===== config.mk =====
export PLATFORM = sky130hd
export DESIGN_NAME = ifetch_queue
export DESIGN_NICKNAME = d
export VERILOG_FILES = /design/src/rtl/ifetch_queue.sv
export SDC_FILE = /design/constraint.sdc
export NUM_CORES = 1
export LEC_CHECK = 0
export BUFFER_PORTS_ARGS = -buffer_cell sky130_fd_sc_hd__buf_2
export CAP_MARGIN = 0
export CORE_MARGIN = 8
export CORE_UTILIZATION = 50
export DETAILED_ROUTE_END_ITERATION = 12
export PLACE_DENSITY_LB_ADDON = 0.25
export SLEW_MARGIN = 20
export SYNTH_ARGS = -nofsm -noshare
export SYNTH_HDL_FRONTEND = slang
export SYNTH_SLANG_ARGS = --single-unit

===== constraint.sdc =====
create_clock -name clk -period 25.4 [get_ports clk]
set_input_delay 0 -clock clk [delete_from_list [all_inputs] [get_ports clk]]
set_output_delay 0 -clock clk [all_outputs]
set_load 0.02 [all_outputs]

===== src/rtl/ifetch_queue.sv =====
// Instruction-fetch stage: owns the fetch PC, prefetches into a DEPTH-entry queue, feeds decode.
// Optional imem window check is enabled by defining IFETCH_BOUND_CHECK_EN.
module ifetch_queue #(
    parameter logic [0:31] RESET_PC    = 32'h0,
    parameter int          DEPTH       = 2,
    parameter logic [0:31] IMEM_OFFSET = 32'h0,
    parameter int unsigned IMEM_SIZE   = 4096
) (
    input  logic        clk,
    input  logic        reset,
    output logic [0:31] imem_addr,
    input  logic [0:31] imem_instr,
    input  logic        redirect,
    input  logic [0:31] redirect_pc,
    input  logic        halt,
    output logic        out_valid,
    input  logic        out_ready,
    output logic [0:31] out_instr,
    output logic [0:31] out_pc,
    output logic [0:31] out_npc,
    output logic        out_fault,
    output logic        align_err
);

    localparam int AW = $clog2(DEPTH);
    localparam logic [AW-1:0] PTR_ONE  = AW'(1);
    localparam logic [AW:0]   CNT_FULL = (AW+1)'(DEPTH);

    logic [0:31]     fetch_pc;
    logic [AW-1:0]   head;
    logic [AW-1:0]   tail;
    logic [AW:0]     count;
    logic [0:31]     pc_mem    [DEPTH];
    logic [0:31]     npc_mem   [DEPTH];
    logic [0:31]     instr_mem [DEPTH];
    logic [DEPTH-1:0] fault_mem;

    logic        stopped;
    logic        fault;
    logic        pop;
    logic        push;
    logic [0:31] entry_instr;

`ifdef IFETCH_BOUND_CHECK_EN
    localparam logic [0:31] LAST_ADDR = 32'(IMEM_OFFSET + IMEM_SIZE - 32'd4);

    assign fault = (fetch_pc < IMEM_OFFSET) | (fetch_pc > LAST_ADDR);

    // A faulting fetch parks the stage until software steers it somewhere legal.
    always_ff @(posedge clk) begin
        if (reset) begin
            stopped <= 1'b0;
        end else if (redirect) begin
            stopped <= 1'b0;
        end else if (push && fault) begin
            stopped <= 1'b1;
        end
    end
`else
    assign fault   = 1'b0;
    assign stopped = 1'b0;
`endif

    // Handshake: decode takes the head on any cycle where out_valid & out_ready; while
    // out_valid is high and out_ready low the head payload is held unchanged.
    assign out_valid   = (count != '0);
    assign pop         = out_valid & out_ready;
    assign push        = !redirect & !halt & !stopped & ((count != CNT_FULL) | pop);
    assign entry_instr = fault ? 32'h0 : imem_instr;

    assign imem_addr = fetch_pc;
    assign out_pc    = pc_mem[head];
    assign out_npc   = npc_mem[head];
    assign out_instr = instr_mem[head];
    assign out_fault = fault_mem[head];

    always_ff @(posedge clk) begin
        if (reset) begin
            fetch_pc  <= RESET_PC;
            head      <= '0;
            tail      <= '0;
            count     <= '0;
            align_err <= 1'b0;
            fault_mem <= '0;
            for (int i = 0; i < DEPTH; i++) begin
                pc_mem[i]    <= '0;
                npc_mem[i]   <= '0;
                instr_mem[i] <= '0;
            end
        end else begin
            align_err <= redirect & |redirect_pc[30:31];
            if (redirect) begin
                // Anything in flight belongs to the abandoned path, including a same-cycle pop.
                head     <= '0;
                tail     <= '0;
                count    <= '0;
                fetch_pc <= {redirect_pc[0:29], 2'b00};
            end else begin
                if (push) begin
                    pc_mem[tail]    <= fetch_pc;
                    npc_mem[tail]   <= fetch_pc + 32'd4;
                    instr_mem[tail] <= entry_instr;
                    fault_mem[tail] <= fault;
                    tail            <= tail + PTR_ONE;
                    fetch_pc        <= fetch_pc + 32'd4;
                end
                if (pop) begin
                    head <= head + PTR_ONE;
                end
                count <= count + (AW+1)'(push) - (AW+1)'(pop);
            end
        end
    end

endmodule


# --- After elaboration in Yosys (flattened, before gate mapping) ---
# Memory sizes are Yosys's and may differ from the RTL's. A register that Yosys moved wholly into a read port is not among the register bits.
# Cells that the tools add are included.
classes:
  n_addsub: 5
  n_lt_le_gt_ge: 3
  bitwise_logic: 8
  n_reduce_logical: 11
  n_eq_ne: 1
  muxes: 27
ops:
  columns: ["cell", "count"]
  rows:
  - ["$mux W32", 5]
  - ["$reduce_or A32 Y1", 3]
  - ["$add A32 B3 Y32 const B", 1]
  - ["$mux W1", 21]
  - ["$and A1 B1 Y1", 4]
  - ["$lt A1 B2 Y1 const B", 2]
  - ["$reduce_bool A2 Y1", 2]
  - ["$reduce_or A2 Y1", 2]
  - ["$add A1 B1 Y1 const B", 2]
  - ["$add A2 B1 Y2", 1]
  - ["$and A2 B2 Y2", 1]
  - ["$logic_not A1 Y1", 2]
  - ["$ne A2 B2 Y1 const B", 1]
  - ["$not A2 Y2", 1]
  - ["$reduce_and A2 Y1", 1]
  - ["$sub A2 B1 Y2", 1]
  - ["$demux W1 S1", 1]
  - ["$ge A1 B1 Y1 const B", 1]
  - ["$logic_and A1 B1 Y1", 1]
  - ["$not A1 Y1", 1]
  - ["$or A1 B1 Y1", 1]
word_totals:
  register_bits: 39
  mem_count: 3
  ram_bits: 192
  elab_cells: 65
  in_bits: 69
mem_list:
  columns: ["memory", "depth", "width", "read_ports", "rd_clocked_by_memory_dff", "wr", "line_no", "text"]
  rows:
  - ["instr_mem", 2, 32, 1, 1, 2, "35", "logic [0:31] instr_mem [DEPTH];"]
  - ["npc_mem", 2, 32, 1, 1, 2, "34", "logic [0:31] npc_mem [DEPTH];"]
  - ["pc_mem", 2, 32, 1, 1, 2, "33", "logic [0:31] pc_mem [DEPTH];"]

# --- Logic depth before layout (Yosys ltp) ---
logic_depth:
  depth_word: 10
  ltp_mapped: 8
  depth_no_buf: 8

# --- Worst setup path after synthesis ---
# Ideal clock, no wire load.
synth_path:
  path_kind: "register -> register"
  start: "register count[1]"
  end: "memory instr_mem[0][0] in the netlist's numbering, enable pin"
  path_slack_ns: 17.328
  setup_time_ns: 0.672
  arrival_ns: 7.399
  path_stages_with_launch: 5
  path_buffers: 1
  cell_sequence: "dfxtp_1 > or3b_2 > nand2_1 > clkbuf_1 > o21ai_0"
synth_lines:
  columns: ["item", "line_no", "text"]
  rows:
  - ["start, declared", "32", "logic [AW:0] count;"]
  - ["start signal, assigned", "110", "count <= count + (AW+1)'(push) - (AW+1)'(pop);"]
  - ["end, declared", "35", null]

==> results_dict.tcl <==
set metrics [dict create \
    status "finished clean" \
    drive_gt1_frac 0.323 \
    gr-total-overflow 0 \
    final_common_cell "buf_2" \
    period_needed_ps 3010 \
    initial_core_util 0.507 \
    die_w_um 159 \
    gp_congestion 0.855 \
    track_usage 0.203 \
    vdd_ir_drop_max_uv 43.0 \
    synth_area_um2 10200 \
    maxSlewViolCount 0 \
    yosysTopAreaCell "edfxtp_1" \
    ant_nets 0 \
    cts_buffers 23 \
    slew_headroom 0.306 \
    reg2reg_to "npc_mem[1][12]" \
    crit_fanout 62 \
    critPathLaunch "count[1]" \
    p_per_area_nw_per_um2 64.5 \
    route.detailed.drc 0 \
    htreeDepth 1 \
    setup-tns-final_ps 0 \
    endpoint "npc_mem[1][12]" \
    async_reset_ff_frac 0 \
    insertion_delay_ps 500 \
    timing.fmax_mhz 332 \
    path_clk_slew_ps 60 \
    syn-mean-instance-area_um2 12.5 \
    ys_seq_elements 222 \
    p_leak_nw 5.25 \
    setup_viol 0 \
    grt_pass1_wl_um 41400 \
    ys_seq_area_frac 0.616 \
    final_cell_area_um2 12600 \
    cts_tree "done" \
    finalHoldViolations 0 \
    multiInputGateArea_um2 3610 \
    synth_top_area_share 0.542 \
    ys_top_cells_by_area "edfxtp_1 54%, mux2_2 10%, dfxtp_1 7.5%, and3_1 4.3%, and2_1 3.7%" \
    wl_um 26400 \
    dieArea_um2 25200 \
    seqCellArea_um2 6290 \
    crit_chain "or3b_2, nand2_1, nor2_4, buf_4, nand2_1, buf_4, nor2_1" \
    diodes 0 \
    synth_edf_count 184 \
    io_pins 200 \
    synth_ff_type "edfxtp_1" \
    critPathBufInv 2 \
    dr.pass1.iters 5 \
    core_area_um2 20100 \
    r2r_cells 7 \
    synth.distinct_cells 52 \
    vias 7244 \
    reg2reg_from "count[1]" \
    layout_common_cells "193 x buf_2, 184 x edfxtp_1, 92 x mux2_2" \
    worstSetupStartpointType "register" \
    netlist_instances 818 \
    cp.depth 7 \
    arrival_ps 3260 \
    hold_start "redirect" \
    n_fill_cell 1572 \
    clock-sinks 222 \
    min_path_type "in -> reg" \
    post_drt_wl_per_cell_um 19.8 \
    timing.final.crit_share 0.119 \
    die_h_um 159 \
    ys_warn_count 0 \
    worst_slew_pin_slew_ps 1040 \
    rrSetupSlack_ps 22390 \
    grt_max_degree 75 \
    path_delay_family "simple AND/OR/NAND/NOR gates" \
    num_rows 52 \
    fin_worst_skew_ps 12.2 \
    portBuffers 193 \
    cap_violations 0 \
    grt_pass1_vias 7386 \
    hpwl_um 16400 \
    rsz0062_at_grt "no" \
    critPathKind "reg -> reg" \
    drt_iter0_markers 580 \
    place_area_um2 11300 \
    cts-root-buf "clkbuf_16" \
    clock_path_buffers 3 \
    crit_path_top_delay_cell "nand2_1" \
    crit_required_ps 25650 \
    vias_per_cell 5.44 \
    grt_antenna_before_repair 0 \
    fin_nets 1116 \
    end_kind "register" \
    cts_resized 0 \
    area_delta_synth_final_pct 24.0 \
    cpPeakStageDelay_ps 530 \
]
## cell usage after synthesis, types with 10 or more instances
library cell  number
edfxtp_1         184
clkbuf_1          51
nand2_1           29
and3_1            70
xnor2_1           17
buf_4             10
xor2_1            25
nor2_1            93
a21oi_1           13
and2_1            61
dfxtp_1           38
mux2_2            92
nand4_1           12
nand3_1           16
## flip-flops by register name, indices dropped and copies added (netlist names), named ones only
register   count
align_err      1
count          2
fault_mem      2
head           1
imem_addr     30
instr_mem     64
npc_mem       60
pc_mem        60
tail           1
## kinds of logic after synthesis
family                   after synthesis  share of synthesized area
AO/OA/AOI/OAI                         54                     0.0353
XOR/XNOR                              42                     0.0361
adder cells (fa/ha/maj)                2                    0.00245
buffers and inverters                 81                     0.0353
flip-flops                           222                      0.616
multiplexers                          93                      0.103
other                                  1                   0.000368
AND/OR/NAND/NOR                      323                      0.172
## power by group
group	total (mW)	switching (mW)	internal, mW
sequential	0.425	0.0122	0.412
clock	0.303	0.132	0.171
combinational	0.0879	0.0536	0.0343
## worst min-delay path by stage
stage          cells past startpoint            end
5_1_grt                            3  imem_addr[29]
3_5_place_dp                       3      align_err
2_1_floorplan                      2  imem_addr[24]
4_1_cts                            3  imem_addr[29]
6_report                           3  imem_addr[29]
3_3_place_gp                       3  imem_addr[23]
## tightest hold or removal path: stages
cell and delay (ps):
buf_2 300, nand2_1 130, a21oi_1 50
## repair_timing
| item | CTS | global route |
|---|---|---|
| hold buffers | 68 | 0 |
| endpoints found under the hold margin | 99 | 0 |
| buffers inserted | 0 | 0 |
## metrics by stage
| step | setup WS [ps] | util | hold slack, ps | total power [mW] | std cells |
|---|---|---|---|---|---|
| 3_3_place_gp | 22440 | 0.563 | 272 | 0.511 | 1222 |
| 2_1_floorplan | 17330 | - | 145 | 0.482 | 823 |
| 4_1_cts | 22410 | 0.629 | 21.9 | 0.820 | 1331 |
| 3_5_place_dp | 22370 | 0.563 | 274 | 0.512 | 1222 |
| 6_report | 22390 | 0.629 | 44.9 | 0.815 | 1331 |
| 5_1_grt | 22190 | 0.629 | 58.6 | 0.842 | 1331 |
## cell type report
cell class / count / area share
well taps: 270 / 0.0267
multi-input cells: 520 / 0.286
clock inverters: 6 / 0.00227
repair buffers: 271 / 0.136
inverters: 7 / 0.00208
flip-flops and latches: 222 / 0.497
clock buffers: 35 / 0.0499
## per-layer routing
layer / up-vias / GRT usage / share of wire
met2: 284 / 0.329 / 0.47
li1: 3404 / - / -
met5: - / 0 / 0
met4: 0 / 0.0610 / 0.023
met1: 3509 / 0.266 / 0.43
met3: 47 / 0.0465 / 0.078
Note: power is estimated with default switching activity, not from simulation.
